--- config.mk ---
export PLATFORM = sky130hd
export DESIGN_NAME = blinkt_led_monitor_flat
export DESIGN_NICKNAME = d
export VERILOG_FILES = /design/src/rtl/blinkt_led_monitor_if.sv /design/src/rtl/blinkt_led_monitor.sv /design/src/flat_wrapper.sv
export SDC_FILE = /design/constraint.sdc
export NUM_CORES = 1
export LEC_CHECK = 0
export BUFFER_PORTS_ARGS = -buffer_cell sky130_fd_sc_hd__buf_4
export CAP_MARGIN = 20
export CORE_ASPECT_RATIO = 1.25
export CORE_MARGIN = 2
export CORE_UTILIZATION = 43
export DETAILED_ROUTE_END_ITERATION = 16
export PLACE_DENSITY = 0.58
export SKIP_CTS_REPAIR_TIMING = 1
export SLEW_MARGIN = 10
export SYNTH_ARGS = -nofsm -noshare
export SYNTH_HDL_FRONTEND = slang
export SYNTH_SLANG_ARGS = --single-unit
export TNS_END_PERCENT = 100
--- constraint.sdc ---
create_clock -name i_clk -period 7.08 [get_ports i_clk]
set_input_delay 2.124 -clock i_clk [delete_from_list [all_inputs] [get_ports i_clk]]
set_output_delay 2.124 -clock i_clk [all_outputs]
set_load 0.05 [all_outputs]
--- src/rtl/blinkt_led_monitor_if.sv ---
// Wishbone classic slave bundle used by the Blinkt LED stream monitor.
interface blinkt_led_monitor_if #(
    parameter int unsigned DATA_WIDTH   = 32,
    parameter int unsigned ADDR_WIDTH   = 32,
    parameter int unsigned SELECT_WIDTH = DATA_WIDTH / 8
);
    logic [ADDR_WIDTH-1:0]   wb_adr_i;
    logic [DATA_WIDTH-1:0]   wb_dat_i;
    logic [DATA_WIDTH-1:0]   wb_dat_o;
    logic                    wb_we_i;
    logic [SELECT_WIDTH-1:0] wb_sel_i;
    logic                    wb_stb_i;
    logic                    wb_ack_o;
    logic                    wb_err_o;
    logic                    wb_rty_o;
    logic                    wb_cyc_i;

    modport master (
        output wb_adr_i, wb_dat_i, wb_we_i, wb_sel_i, wb_stb_i, wb_cyc_i,
        input  wb_dat_o, wb_ack_o, wb_err_o, wb_rty_o
    );

    modport slave (
        input  wb_adr_i, wb_dat_i, wb_we_i, wb_sel_i, wb_stb_i, wb_cyc_i,
        output wb_dat_o, wb_ack_o, wb_err_o, wb_rty_o
    );
endinterface

--- src/rtl/blinkt_led_monitor.sv ---
// APA102/Blinkt serial stream receiver: frames LED words, commits a consistent
// snapshot per update and exposes snapshot/status/control over Wishbone.
module blinkt_led_monitor #(
    parameter int unsigned DATA_WIDTH     = 32,
    parameter int unsigned ADDR_WIDTH     = 32,
    parameter int unsigned SELECT_WIDTH   = DATA_WIDTH / 8,
    parameter int unsigned NUM_LEDS       = 8,
    parameter int unsigned TIMEOUT_CYCLES = 4096
) (
    input  logic                  i_clk,
    input  logic                  i_rst,
    blinkt_led_monitor_if.slave   bus,
    input  logic                  i_led_clk,
    input  logic                  i_led_data,
    output logic                  o_frame_irq,
    output logic                  o_err
);

    localparam int unsigned WordW = 32;
    localparam int unsigned IdxW  = 4;
    localparam int unsigned CntW  = 16;
    localparam int unsigned ZeroW = 6;
    localparam int unsigned BitW  = 5;
    localparam int unsigned MaxLeds = 8;
    localparam int unsigned TmoW  = $clog2(TIMEOUT_CYCLES + 1);

    localparam logic [ZeroW-1:0] ZeroSat = ZeroW'(32);
    localparam logic [BitW-1:0]  LastBit = BitW'(31);
    localparam logic [IdxW-1:0]  LastIdx = IdxW'(NUM_LEDS - 1);
    localparam logic [TmoW-1:0]  TmoLast = TmoW'(TIMEOUT_CYCLES - 1);

    typedef enum logic [1:0] {
        HUNT   = 2'd0,
        DATA   = 2'd1,
        COMMIT = 2'd2
    } state_t;

    state_t             state;
    logic               clk_meta, clk_sync, clk_prev;
    logic               dat_meta, dat_sync;
    logic [WordW-1:0]   shift;
    logic [WordW-1:0]   stage    [MaxLeds];
    logic [WordW-1:0]   snapshot [MaxLeds];
    logic [IdxW-1:0]    idx;
    logic [ZeroW-1:0]   zero_cnt;
    logic [BitW-1:0]    bit_cnt;
    logic [TmoW-1:0]    tmo_cnt;
    logic [CntW-1:0]    frame_cnt;
    logic               frame_err;
    logic               timeout_flag;

    logic               led_edge_c;
    logic [WordW-1:0]   word_c;
    logic               word_done_c;
    logic               word_ok_c;
    logic               frame_err_evt_c;
    logic               timeout_evt_c;
    logic               wb_hit_c;
    logic               ctl_wr_c;
    logic               clr_c;
    logic               abort_c;
    logic               frame_err_d;
    logic               timeout_d;
    logic [WordW-1:0]   status_c;
    logic [WordW-1:0]   rd_data_c;

    logic                    unused_ok;
    logic [SELECT_WIDTH-1:0] unused_sel;
    assign unused_sel = bus.wb_sel_i;
    assign unused_ok  = ^{bus.wb_adr_i[ADDR_WIDTH-1:4], bus.wb_dat_i[DATA_WIDTH-1:2]};

    // Bit acceptance, word checks, bus decode and next sticky-flag values
    always_comb begin
        led_edge_c      = clk_sync & ~clk_prev;
        word_c          = {shift[WordW-2:0], dat_sync};
        word_done_c     = (state == DATA) && led_edge_c && (bit_cnt == LastBit);
        word_ok_c       = (word_c[31:29] == 3'b111);
        frame_err_evt_c = word_done_c && !word_ok_c;
        timeout_evt_c   = (state == DATA) && !led_edge_c && (tmo_cnt == TmoLast);
        wb_hit_c        = bus.wb_cyc_i & bus.wb_stb_i & ~bus.wb_ack_o;
        ctl_wr_c        = wb_hit_c & bus.wb_we_i & (bus.wb_adr_i[3:0] == 4'd9);
        clr_c           = ctl_wr_c & bus.wb_dat_i[0];
        abort_c         = ctl_wr_c & bus.wb_dat_i[1];
        // An error event in the same cycle as a clear leaves the flag set
        frame_err_d     = (frame_err & ~clr_c) | frame_err_evt_c;
        timeout_d       = (timeout_flag & ~clr_c) | timeout_evt_c;
        status_c        = {frame_cnt, 4'b0, idx, 2'b0, timeout_flag, frame_err, 2'b0, state};
        rd_data_c       = '0;
        if (32'(bus.wb_adr_i[3:0]) < NUM_LEDS) begin
            rd_data_c = snapshot[bus.wb_adr_i[2:0]];
        end else if (bus.wb_adr_i[3:0] == 4'd8) begin
            rd_data_c = status_c;
        end
    end

    // Synchronizers, framing FSM, snapshot commit and control
    always_ff @(posedge i_clk or negedge i_rst) begin
        if (!i_rst) begin
            clk_meta     <= 1'b0;
            clk_sync     <= 1'b0;
            clk_prev     <= 1'b0;
            dat_meta     <= 1'b0;
            dat_sync     <= 1'b0;
            state        <= HUNT;
            shift        <= '0;
            stage        <= '{default: '0};
            snapshot     <= '{default: '0};
            idx          <= '0;
            zero_cnt     <= '0;
            bit_cnt      <= '0;
            tmo_cnt      <= '0;
            frame_cnt    <= '0;
            frame_err    <= 1'b0;
            timeout_flag <= 1'b0;
            o_frame_irq  <= 1'b0;
            o_err        <= 1'b0;
        end else begin
            clk_meta     <= i_led_clk;
            clk_sync     <= clk_meta;
            clk_prev     <= clk_sync;
            dat_meta     <= i_led_data;
            dat_sync     <= dat_meta;
            o_frame_irq  <= 1'b0;
            frame_err    <= frame_err_d;
            timeout_flag <= timeout_d;
            o_err        <= frame_err_d | timeout_d;

            case (state)
                HUNT: begin
                    tmo_cnt <= '0;
                    if (led_edge_c) begin
                        if (!dat_sync) begin
                            if (zero_cnt != ZeroSat) zero_cnt <= zero_cnt + ZeroW'(1);
                        end else if (zero_cnt == ZeroSat) begin
                            // First 1 after the start frame is bit 31 of LED word 0
                            state   <= DATA;
                            shift   <= WordW'(1);
                            bit_cnt <= BitW'(1);
                            idx     <= '0;
                        end else begin
                            zero_cnt <= '0;
                        end
                    end
                end
                DATA: begin
                    if (led_edge_c) begin
                        tmo_cnt <= '0;
                        shift   <= word_c;
                        if (bit_cnt == LastBit) begin
                            bit_cnt <= '0;
                            if (word_ok_c) begin
                                stage[idx[2:0]] <= word_c;
                                idx             <= idx + IdxW'(1);
                                if (idx == LastIdx) state <= COMMIT;
                            end else begin
                                state    <= HUNT;
                                zero_cnt <= '0;
                                idx      <= '0;
                            end
                        end else begin
                            bit_cnt <= bit_cnt + BitW'(1);
                        end
                    end else if (timeout_evt_c) begin
                        state    <= HUNT;
                        zero_cnt <= '0;
                        idx      <= '0;
                        bit_cnt  <= '0;
                        tmo_cnt  <= '0;
                    end else begin
                        tmo_cnt <= tmo_cnt + TmoW'(1);
                    end
                end
                COMMIT: begin
                    snapshot    <= stage;
                    frame_cnt   <= frame_cnt + CntW'(1);
                    o_frame_irq <= 1'b1;
                    state       <= HUNT;
                    zero_cnt    <= '0;
                    idx         <= '0;
                end
                default: begin
                    state    <= HUNT;
                    zero_cnt <= '0;
                    idx      <= '0;
                end
            endcase

            if (abort_c) begin
                state    <= HUNT;
                zero_cnt <= '0;
                idx      <= '0;
                bit_cnt  <= '0;
                tmo_cnt  <= '0;
            end
            if (clr_c) frame_cnt <= '0;
        end
    end

    // Single-cycle Wishbone acknowledge with registered read data
    always_ff @(posedge i_clk or negedge i_rst) begin
        if (!i_rst) begin
            bus.wb_ack_o <= 1'b0;
            bus.wb_dat_o <= '0;
        end else begin
            bus.wb_ack_o <= wb_hit_c;
            if (wb_hit_c) bus.wb_dat_o <= DATA_WIDTH'(rd_data_c);
        end
    end

    assign bus.wb_err_o = 1'b0;
    assign bus.wb_rty_o = 1'b0;

endmodule

--- src/flat_wrapper.sv ---
// flat-port wrapper written by rule: the top's interface ports become plain ports
module blinkt_led_monitor_flat 
#(
    parameter int unsigned DATA_WIDTH     = 32,
    parameter int unsigned ADDR_WIDTH     = 32,
    parameter int unsigned SELECT_WIDTH   = DATA_WIDTH / 8,
    parameter int unsigned NUM_LEDS       = 8,
    parameter int unsigned TIMEOUT_CYCLES = 4096
)
  (i_clk, i_rst, i_led_clk, i_led_data, o_frame_irq, o_err, bus_wb_adr_i, bus_wb_dat_i, bus_wb_we_i, bus_wb_sel_i, bus_wb_stb_i, bus_wb_cyc_i, bus_wb_dat_o, bus_wb_ack_o, bus_wb_err_o, bus_wb_rty_o);
  blinkt_led_monitor_if #(.DATA_WIDTH(DATA_WIDTH), .ADDR_WIDTH(ADDR_WIDTH), .SELECT_WIDTH(SELECT_WIDTH)) bus_i ();
  input  logic i_clk;
  input  logic i_rst;
  input  logic i_led_clk;
  input  logic i_led_data;
  output logic o_frame_irq;
  output logic o_err;
  input wire logic [$bits(bus_i.wb_adr_i)-1:0] bus_wb_adr_i;
  input wire logic [$bits(bus_i.wb_dat_i)-1:0] bus_wb_dat_i;
  input wire logic [$bits(bus_i.wb_we_i)-1:0] bus_wb_we_i;
  input wire logic [$bits(bus_i.wb_sel_i)-1:0] bus_wb_sel_i;
  input wire logic [$bits(bus_i.wb_stb_i)-1:0] bus_wb_stb_i;
  input wire logic [$bits(bus_i.wb_cyc_i)-1:0] bus_wb_cyc_i;
  output wire logic [$bits(bus_i.wb_dat_o)-1:0] bus_wb_dat_o;
  output wire logic [$bits(bus_i.wb_ack_o)-1:0] bus_wb_ack_o;
  output wire logic [$bits(bus_i.wb_err_o)-1:0] bus_wb_err_o;
  output wire logic [$bits(bus_i.wb_rty_o)-1:0] bus_wb_rty_o;
  assign bus_i.wb_adr_i = bus_wb_adr_i;
  assign bus_i.wb_dat_i = bus_wb_dat_i;
  assign bus_i.wb_we_i = bus_wb_we_i;
  assign bus_i.wb_sel_i = bus_wb_sel_i;
  assign bus_i.wb_stb_i = bus_wb_stb_i;
  assign bus_i.wb_cyc_i = bus_wb_cyc_i;
  assign bus_wb_dat_o = bus_i.wb_dat_o;
  assign bus_wb_ack_o = bus_i.wb_ack_o;
  assign bus_wb_err_o = bus_i.wb_err_o;
  assign bus_wb_rty_o = bus_i.wb_rty_o;
  blinkt_led_monitor #(.DATA_WIDTH(DATA_WIDTH), .ADDR_WIDTH(ADDR_WIDTH), .SELECT_WIDTH(SELECT_WIDTH), .NUM_LEDS(NUM_LEDS), .TIMEOUT_CYCLES(TIMEOUT_CYCLES)) u_core (.i_clk(i_clk), .i_rst(i_rst), .bus(bus_i), .i_led_clk(i_led_clk), .i_led_data(i_led_data), .o_frame_irq(o_frame_irq), .o_err(o_err));
endmodule
==> results.json, run 1 <==
{
  "final_hold_viol_count": 0,
  "hpwlAfterDp_microns": 31100,
  "grt_pass1_wl_microns": 88400,
  "multi_input_area_sq_um": 9860,
  "route.detailed.drc": 0,
  "root_buffer": "clkbuf_16",
  "drv_slew": 0,
  "outcome": "finished, final reports clean",
  "yosysWarnings": 0,
  "cts_buffers": 60,
  "synth.distinct_cells": 62,
  "synth_cells": 1839,
  "ios": 112,
  "max_slew.worst_pin.slew_ps": 1130,
  "viasPerCell": 5.45,
  "r2r-start": "u_core.bit_cnt[0]$_DFFE_PN0P_",
  "hp-class": "reg2reg",
  "firstDrtPassIters": 4,
  "drive_gt1_frac": 0.404,
  "ir_drop_v": 0.000165,
  "busiest_layer": "met2",
  "grt_usage": 0.180,
  "overflow": 0,
  "drt_iter0_drc": 954,
  "worst_clock_skew_ps": 23.3,
  "nFillCells": 5245,
  "power_density_nw_per_um2": 249,
  "htree_levels": 2,
  "syn_area_sq_um": 26300,
  "setup_viol": 0,
  "power.share.sequential": 0.517,
  "power.internal_w": 0.00560,
  "drv_cap": 0,
  "use_met1": 0.247,
  "synth_edf_count": 0,
  "cts_tree": "done",
  "maxSlewHeadroom": 0.248,
  "pwr-share-clk": 0.435,
  "endpoint_kind": "flip-flop",
  "holdPathEnd": "u_core.dat_sync$_DFF_PN0_",
  "synth_area_per_cell_sq_um": 14.3,
  "fp.dieArea_sq_um": 63100,
  "rsz0062_at_grt": "no",
  "portBuffers": 47,
  "worstPathArrival_ps": 4530,
  "wl_per_cell_microns": 20.8,
  "grt_pass1_vias": 15286,
  "max_freq_mhz": 247,
  "grt_util_met2": 0.305,
  "crit_path_max_fanout": 33,
  "clk-insertion-delay-late_ps": 610,
  "r2r_slack_ps": 3750,
  "cp.required_ps": 7560,
  "p_total_w": 0.00729,
  "wirelength_microns": 55300,
  "clock-sinks": 631,
  "vias": 14472,
  "crit_type": "in2reg",
  "start_kind": "input port",
  "worstHoldPathCells": 0,
  "p_sw_w": 0.00169,
  "initial_core_util": 0.433,
  "postRouteAntennaNets": 0,
  "hp-start": "u_core.dat_meta$_DFF_PN0_",
  "tns_ps": 0,
  "fp.dieH_microns": 280,
  "r2r_cells": 7,
  "diodes": 0,
  "yosysSeqAreaShare": 0.601,
  "syn_to_final_growth_pct": 11.3,
  "ys_seq_elements": 631,
  "seq_area_sq_um": 15800,
  "finalWorstPathRequiredPeriod_ps": 4050,
  "grt_max_degree": 156,
  "swShare": 0.231,
  "nets": 1919,
  "p_leak_nw": 14.4,
  "cts_buffer_depth": 3,
  "ys.flop_type": "dfrtp_1",
  "met3_usage": 0.0245,
  "clk_pin_slew_ps": 60,
  "async_reset_ff_frac": 1.00,
  "final_cell_mix": "631 x dfrtp_1, 485 x mux2_2, 127 x nand2_1, 68 x buf_4",
  "antenna_found_initial": 0,
  "chipWidth_microns": 225,
  "layout_commonest_cell": "dfrtp_1",
  "finalWeightedCongestion": 0.759,
  "core-area_sq_um": 60700,
  "fin_crit_sh": 0.572,
  "fp-row-count": 101,
  "r2r_end": "u_core.stage[26]$_DFFE_PN0P_",
  "power.share.combinational": 0.048
}
==> critical path, cell delays in order <==
cell,delay [ps]
buf_4,670
or3b_4,300
nor4_4,40
buf_4,240
nand2b_2,250
nor2_2,260
or2_1,310
mux2_4,330
==> Yosys cell counts (all sizes together) (3+ instances only) <==
master / n / area [sq um]
and2: 6 / 37.5
clkbuf: 72 / 305
mux4: 64 / 1440
inv: 8 / 30.0
nor4: 5 / 52.6
nor3: 8 / 55.1
xor2: 11 / 96.3
nand2: 128 / 480
buf: 67 / 354
or2: 19 / 119
nand3b: 5 / 37.5
xnor2: 4 / 35.0
nand3: 45 / 225
a21oi: 43 / 215
ha: 7 / 87.6
mux2i: 33 / 330
nand4: 7 / 50.1
o21ai: 56 / 280
mux2: 489 / 5510
dfrtp: 631 / 15800
nor3b: 4 / 40.0
a22o: 4 / 35.0
nand2b: 13 / 91.3
nor2b: 3 / 18.8
or3: 5 / 31.3
and3: 6 / 37.5
and4: 6 / 55.1
nor2: 68 / 260
==> cell families (layout without fill, tap and decap cells) <==
logic type / Yosys count / after routing / share of synthesized area
AND/OR/NAND/NOR: 332 / 332 / 0.0619
XOR/XNOR: 15 / 15 / 0.00500
AO/OA/AOI/OAI: 120 / 120 / 0.0258
buffers and inverters: 147 / 190 / 0.0262
flip-flops: 631 / 631 / 0.601
other: 1 / 2 / 0.000143
multiplexers: 586 / 586 / 0.277
adder cells (fa/ha/maj): 7 / 7 / 0.00333
==> metal layers <==
| metal | up-vias | routed length, microns |
|---|---|---|
| li1 | 6496 | - |
| met1 | 7722 | 25800 |
| met2 | 189 | 27100 |
| met3 | 65 | 1560 |
| met4 | 0 | 920 |
| met5 | - | 0 |
==> registers in the layout, indices dropped and copies added, names as in the netlist, 5 cells and up <==
name / count
u_core.bus.wb_dat_o: 32
u_core.zero_cnt: 6
u_core.tmo_cnt: 13
u_core.stage: 256
u_core.snapshot: 256
u_core.bit_cnt: 5
u_core.frame_cnt: 16
u_core.shift: 31
==> area by class of cell <==
class,count,share of cell area
Tap cell,772,0.0330
Multi-Input combinational cell,1062,0.337
Timing Repair Buffer,74,0.0214
Clock inverter,13,0.00291
Sequential cell,631,0.540
Inverter,8,0.00103
Clock buffer,95,0.0648
==> worst max path at each step <==
stage,startpoint,end,depth (start not counted)
after floorplan,bus_wb_adr_i[2],u_core.zero_cnt[0]$_DFFE_PN0P_,8
after global placement,bus_wb_adr_i[2],u_core.zero_cnt[0]$_DFFE_PN0P_,8
after detailed placement,bus_wb_adr_i[2],u_core.zero_cnt[0]$_DFFE_PN0P_,8
after CTS,bus_wb_adr_i[2],u_core.zero_cnt[0]$_DFFE_PN0P_,8
after global routing,bus_wb_adr_i[2],u_core.zero_cnt[0]$_DFFE_PN0P_,8
final,bus_wb_adr_i[2],u_core.zero_cnt[0]$_DFFE_PN0P_,8
==> through the flow <==
stage                      util  instances  area (sq um)  setup WS, ps  hold WS, ps
after floorplan               -       1840         26300          3270          331
after global placement    0.450       2547         27300          2410          336
after detailed placement  0.450       2547         27300          2380          335
after CTS                 0.482       2655         29300          3020          349
after global routing      0.482       2655         29300          2910          375
final                     0.482       2655         29300          3030          347
==> power groups by stage <==
stage	clock [W]	sequential, W	combinational [W]
floorplan	0	0.00379	0.000218
global placement	0	0.00383	0.000348
detailed placement	0	0.00383	0.000357
CTS	0.00327	0.00377	0.000357
global route	0.00341	0.00378	0.000392
finish	0.00317	0.00377	0.000347
Note: power is estimated with default switching activity, not from simulation.
==> run 2: changes to the inputs <==
--- a/config.mk
+++ b/config.mk
@@ -11,7 +11,7 @@
 export CORE_MARGIN = 2
 export CORE_UTILIZATION = 43
 export DETAILED_ROUTE_END_ITERATION = 16
-export PLACE_DENSITY = 0.58
+export PLACE_DENSITY = 0.6
 export SKIP_CTS_REPAIR_TIMING = 1
 export SLEW_MARGIN = 10
 export SYNTH_ARGS = -nofsm -noshare
==> constraint.sdc (replaced) <==
create_clock -name i_clk -period 3.7 [get_ports i_clk]
set_input_delay 1.11 -clock i_clk [delete_from_list [all_inputs] [get_ports i_clk]]
set_output_delay 1.11 -clock i_clk [all_outputs]
set_load 0.05 [all_outputs]
==> results.json, run 2 (synthesis gave the netlist of run 1 again) <==
{
  "drt_iter0_drc": 866,
  "grt_util_met2": 0.305,
  "cts_buffers": 59,
  "vias": 14563,
  "fin_crit_sh": 0.738,
  "cp.required_ps": 4200,
  "worst_clock_skew_ps": 19.1,
  "drv_slew": 0,
  "layout_commonest_cell": "dfrtp_1",
  "largestRegisters": "u_core.snapshot: 256 flops, u_core.stage: 256 flops, u_core.bus.wb_dat_o: 32 flops",
  "slowest_stage": "nor3_4",
  "ir_drop_v": 0.000370,
  "viasPerCell": 5.45,
  "power_density_nw_per_um2": 477,
  "overflow": 0,
  "cts_buffer_depth": 3,
  "finalWorstPathRequiredPeriod_ps": 2730,
  "grt_pass1_vias": 15481,
  "nets": 1934,
  "seq_area_sq_um": 15800,
  "met3_usage": 0.0227,
  "root_buffer": "clkbuf_16",
  "max_freq_mhz": 366,
  "swShare": 0.230,
  "grt_max_degree": 160,
  "portBuffers": 47,
  "fp.dieArea_sq_um": 63100,
  "maxSlewHeadroom": 0.345,
  "grt_usage": 0.182,
  "initial_core_util": 0.433,
  "fp.dieH_microns": 280,
  "max_slew.worst_pin.slew_ps": 983,
  "power.internal_w": 0.0109,
  "multi_input_area_sq_um": 9860,
  "clock-sinks": 631,
  "endpoint_kind": "flip-flop",
  "final_design_area_no_fill_sq_um": 29600,
  "cts_tree": "done",
  "grt_pass1_wl_microns": 89300,
  "final_cell_mix": "631 x dfrtp_1, 485 x mux2_2, 127 x nand2_1, 72 x buf_4",
  "p_leak_nw": 14.5,
  "postRouteAntennaNets": 0,
  "ios": 112,
  "p_sw_w": 0.00325,
  "crit_type": "reg2reg",
  "core-area_sq_um": 60700,
  "crit_chain": "ha_1, and3_1, ha_1, nand4_1, buf_4, nor3_4, buf_4, mux2_2",
  "finalWeightedCongestion": 0.752,
  "firstDrtPassIters": 5,
  "antenna_found_initial": 0,
  "start_kind": "flip-flop",
  "htree_levels": 2,
  "fp-row-count": 101,
  "worstPathArrival_ps": 3230,
  "nFillCells": 5176,
  "drv_cap": 0,
  "setup_viol": 0,
  "crit_buf_inv": 2,
  "tns_ps": 0,
  "clk_pin_slew_ps": 60,
  "cpPeakStageDelay_ps": 490,
  "power.share.combinational": 0.049,
  "wl_per_cell_microns": 20.8,
  "hp-class": "reg2reg",
  "drive_gt1_frac": 0.409,
  "chipWidth_microns": 225,
  "crit_path_max_fanout": 8,
  "busiest_layer": "met2",
  "route.detailed.drc": 0,
  "placed_area_sq_um": 27500,
  "clk-insertion-delay-late_ps": 630,
  "syn_to_final_growth_pct": 12.4,
  "hpwlAfterDp_microns": 31300,
  "cp_top_family": "simple AND/OR/NAND/NOR gates",
  "pwr-share-clk": 0.441,
  "power.share.sequential": 0.511,
  "p_total_w": 0.0141,
  "outcome": "finished, final reports clean",
  "final_hold_viol_count": 0,
  "use_met1": 0.252,
  "wirelength_microns": 55500,
  "rsz0062_at_grt": "no"
}
[run 2: cell count changes in the layout (fill, tap and decap cells not counted)]
cell / previous run / this run
clkinvlp_4: 2 / 3
diode_2: 0 / 1
buf_4: 68 / 72
clkbuf_8: 22 / 15
buf_12: 5 / 17
clkinv_4: 1 / 0
bufinv_16: 0 / 5
clkbuf_16: 62 / 60
inv_6: 0 / 1
clkinv_2: 9 / 13
[run 2: metrics by stage]
stage	hold WS [ps]	cells	utilization	setup slack, ps
floorplan	331	1840	-	906
global placement	339	2563	0.454	637
detailed placement	336	2563	0.454	626
CTS	350	2672	0.487	975
global route	353	2672	0.487	796
finish	347	2673	0.487	971
[run 2: worst paths after layout]
path / slack [ps] / depth (start not counted) / endpoint / start
min in group asynchronous: 490 / 1 / u_core.snapshot[200]$_DFFE_PN0P_ / i_rst
max: 970 / 8 / u_core.stage[209]$_DFFE_PN0P_ / u_core.bit_cnt[0]$_DFFE_PN0P_
max reg2reg: 970 / 8 / u_core.stage[209]$_DFFE_PN0P_ / u_core.bit_cnt[0]$_DFFE_PN0P_
max in group asynchronous: 2180 / 2 / u_core.stage[253]$_DFFE_PN0P_ / i_rst
min: 350 / 0 / u_core.dat_sync$_DFF_PN0_ / u_core.dat_meta$_DFF_PN0_
min reg2reg: 350 / 0 / u_core.dat_sync$_DFF_PN0_ / u_core.dat_meta$_DFF_PN0_
[run 2: area by class of cell]
cell class | instances | share of cell area
sequential | 631 | 0.534
multi-input combinational | 1062 | 0.334
clock buffer | 86 | 0.0592
tap | 772 | 0.0327
timing repair buffer | 90 | 0.0303
clock inverter | 23 | 0.00889
inverter | 8 | 0.00102
antenna | 1 | 0.0000847
[run 2: power by group through the flow]
stage,combinational [W],clock [W],sequential [W]
2_1_floorplan,0.000417,0,0.00726
3_3_place_gp,0.000684,0,0.00732
3_5_place_dp,0.000699,0,0.00733
4_1_cts,0.000701,0.00641,0.00720
5_1_grt,0.000772,0.00668,0.00722
6_report,0.000685,0.00622,0.00721
[run 2: metal layers]
metal	vias to the layer above	share of wire
li1	6528	-
met1	7776	0.46
met2	184	0.49
met3	75	0.028
met4	0	0.021
met5	-	0
==> run 3: changes to the inputs <==
--- a/config.mk
+++ b/config.mk
@@ -5,13 +5,14 @@
 export SDC_FILE = /design/constraint.sdc
 export NUM_CORES = 1
 export LEC_CHECK = 0
+export ABC_AREA = 1
 export BUFFER_PORTS_ARGS = -buffer_cell sky130_fd_sc_hd__buf_4
 export CAP_MARGIN = 20
 export CORE_ASPECT_RATIO = 1.25
 export CORE_MARGIN = 2
 export CORE_UTILIZATION = 43
 export DETAILED_ROUTE_END_ITERATION = 16
-export PLACE_DENSITY = 0.6
+export PLACE_DENSITY = 0.58
 export SKIP_CTS_REPAIR_TIMING = 1
 export SLEW_MARGIN = 10
 export SYNTH_ARGS = -nofsm -noshare
==> constraint.sdc (replaced) <==
create_clock -name i_clk -period 2.55 [get_ports i_clk]
set_input_delay 0.765 -clock i_clk [delete_from_list [all_inputs] [get_ports i_clk]]
set_output_delay 0.765 -clock i_clk [all_outputs]
set_load 0.05 [all_outputs]
==> results.json, run 3 <==
{
  "yosysWarnings": 0,
  "synth_area_per_cell_sq_um": 8.64,
  "clock-sinks": 631,
  "async_reset_ff_frac": 1.00,
  "grt_pass1_vias": 19730,
  "chipWidth_microns": 224,
  "core-area_sq_um": 59600,
  "rsz0062_at_grt": "no",
  "nets": 3085,
  "initial_core_util": 0.435,
  "yosysSeqAreaShare": 0.610,
  "fp-row-count": 100,
  "drt_iter0_drc": 1813,
  "yosysTopAreaCellShare": 0.610,
  "hp-class": "in2reg",
  "crit_type": "reg2reg",
  "ys_seq_elements": 631,
  "cts_buffers": 61,
  "max_freq_mhz": 440,
  "final_design_area_no_fill_sq_um": 29600,
  "final_cell_mix": "1194 x nand2_1, 631 x dfrtp_1, 411 x o21ai_0, 147 x inv_1, 138 x nor2_1",
  "finalWorstPathRequiredPeriod_ps": 2270,
  "finalWeightedCongestion": 0.822,
  "grt_pass1_wl_microns": 110000,
  "wl_per_cell_microns": 17.8,
  "layout_commonest_cell": "nand2_1",
  "power_density_nw_per_um2": 703,
  "postRouteAntennaNets": 0,
  "diodes": 0,
  "ir_drop_v": 0.000470,
  "antenna_found_initial": 0,
  "root_buffer": "clkbuf_16",
  "grt_max_degree": 194,
  "worst_clock_skew_ps": 22.1,
  "nFillCells": 5641,
  "fp.dieArea_sq_um": 62200,
  "final_hold_viol_count": 0,
  "largestRegisters": "u_core.snapshot: 256 flops, u_core.stage: 256 flops, u_core.bus.wb_dat_o: 32 flops",
  "hpwlAfterDp_microns": 38600,
  "drv_slew": 0,
  "cts_tree": "done",
  "overflow": 0,
  "worstPathArrival_ps": 2760,
  "start_kind": "flip-flop",
  "synth_common_cells": "1196 x nand2_1, 631 x dfrtp_1, 411 x o21ai_0, 147 x inv_1, 145 x clkbuf_1",
  "drv_cap": 0,
  "syn_area_sq_um": 25900,
  "syn_to_final_growth_pct": 14.4,
  "ys.flop_type": "dfrtp_1",
  "ios": 112,
  "viasPerCell": 5.21,
  "synth_area_leader_cell": "dfrtp_1",
  "p_leak_nw": 14.6,
  "endpoint_kind": "flip-flop",
  "fp.dieH_microns": 278,
  "cp.required_ps": 3040,
  "crit_path_max_fanout": 60,
  "synth_cells": 2998,
  "synth_edf_count": 0,
  "clk_pin_slew_ps": 60,
  "firstDrtPassIters": 6,
  "max_slew.worst_pin.slew_ps": 910,
  "ys_top_cells_by_area": "dfrtp_1 61%, nand2_1 17%, o21ai_0 7.9%, nand3_1 2.4%, inv_1 2.1%",
  "portBuffers": 47,
  "route.detailed.drc": 0,
  "drive_gt1_frac": 0.0786,
  "outcome": "finished, final reports clean",
  "fin_crit_sh": 0.891,
  "wirelength_microns": 68000,
  "grt_usage": 0.224,
  "vias": 19904,
  "tns_ps": 0,
  "setup_viol": 0,
  "placed_area_sq_um": 27500,
  "maxSlewHeadroom": 0.394,
  "yosys.cell_count.top_type": "nand2_1",
  "htree_levels": 2,
  "synth.distinct_cells": 31,
  "clk-insertion-delay-late_ps": 640,
  "cts_buffer_depth": 3
}
-- run 3: changes by cell type after synthesis, moves of 64 or more --
cell	delta
o21ai_0	+356
clkbuf_1	+101
nand2_1	+1068
mux4_2	-64
mux2_2	-485
inv_1	+139
nor2_1	+76
nand3_1	+78
-- run 3: layout make-up --
| type | instances | area, sq um | area share |
|---|---|---|---|
| well taps | 765 | 957 | 0.0323 |
| clock buffers | 81 | 1750 | 0.0592 |
| clock inverters | 33 | 377 | 0.0127 |
| multi-input cells | 2049 | 8930 | 0.302 |
| flip-flops and latches | 631 | 15800 | 0.533 |
| repair buffers | 111 | 1240 | 0.0420 |
| inverters | 149 | 567 | 0.0191 |
-- run 3: final timing paths --
| check | startpoint | slack, ps | cells past startpoint | to |
|---|---|---|---|---|
| setup / recovery | u_core.bit_cnt[0]$_DFFE_PN0P_ | 280 | 10 | u_core.stage[48]$_DFFE_PN0P_ |
| hold / removal | i_led_data | 240 | 1 | u_core.dat_meta$_DFF_PN0_ |
| setup reg to reg | u_core.bit_cnt[0]$_DFFE_PN0P_ | 280 | 10 | u_core.stage[48]$_DFFE_PN0P_ |
| hold reg to reg | u_core.dat_meta$_DFF_PN0_ | 360 | 0 | u_core.dat_sync$_DFF_PN0_ |
| max in group asynchronous | i_rst | 1100 | 3 | u_core.stage[253]$_DFFE_PN0P_ |
| min in group asynchronous | i_rst | 570 | 2 | u_core.o_frame_irq$_DFF_PN0_ |
-- run 3: stage by stage --
| step | setup slack (ps) | util | instances | hold WS (ps) | power [W] |
|---|---|---|---|---|---|
| global placement | 42.3 | 0.461 | 3704 | 335 | 0.0115 |
| CTS | 268 | 0.497 | 3818 | -54.6 | 0.0210 |
| finish | 278 | 0.497 | 3819 | 235 | 0.0208 |
| floorplan | 339 | - | 2999 | 331 | 0.0109 |
| detailed placement | 20.9 | 0.461 | 3704 | 343 | 0.0115 |
| global route | 115 | 0.497 | 3819 | 209 | 0.0215 |
-- run 3: report_power, final --
| part | switching, W | total [W] | internal (W) |
|---|---|---|---|
| combinational | 0.000831 | 0.00113 | 0.000299 |
| sequential | 0.0000589 | 0.0102 | 0.0101 |
| clock | 0.00399 | 0.00953 | 0.00554 |
-- run 3: per-layer routing --
layer	GRT usage	share of wire	vias up	wire length, microns
met5	0	0	-	0
met3	0.0301	0.049	102	3320
met2	0.383	0.48	468	32800
li1	-	-	9601	-
met1	0.302	0.45	9733	30500
met4	0.0550	0.020	0	1360
-- run 3: kinds of logic (layout without fill, tap and decap cells) --
logic type	Yosys count	in the layout	share of synthesized area
AO/OA/AOI/OAI	522	522	0.107
XOR/XNOR	6	6	0.00203
adder cells (fa/ha/maj)	7	7	0.00338
buffers and inverters	319	374	0.0471
flip-flops	631	631	0.610
other	1	2	0.000145
AND/OR/NAND/NOR	1512	1512	0.230
-- run 3: worst max-delay path: stages, from the launching register on --
cell	delay [ps]
dfrtp_1	410
ha_1	210
and3_1	160
ha_1	200
inv_1	100
nor4_4	270
buf_4	220
nand2_2	90
buf_12	210
nand2_1	100
o21ai_0	80
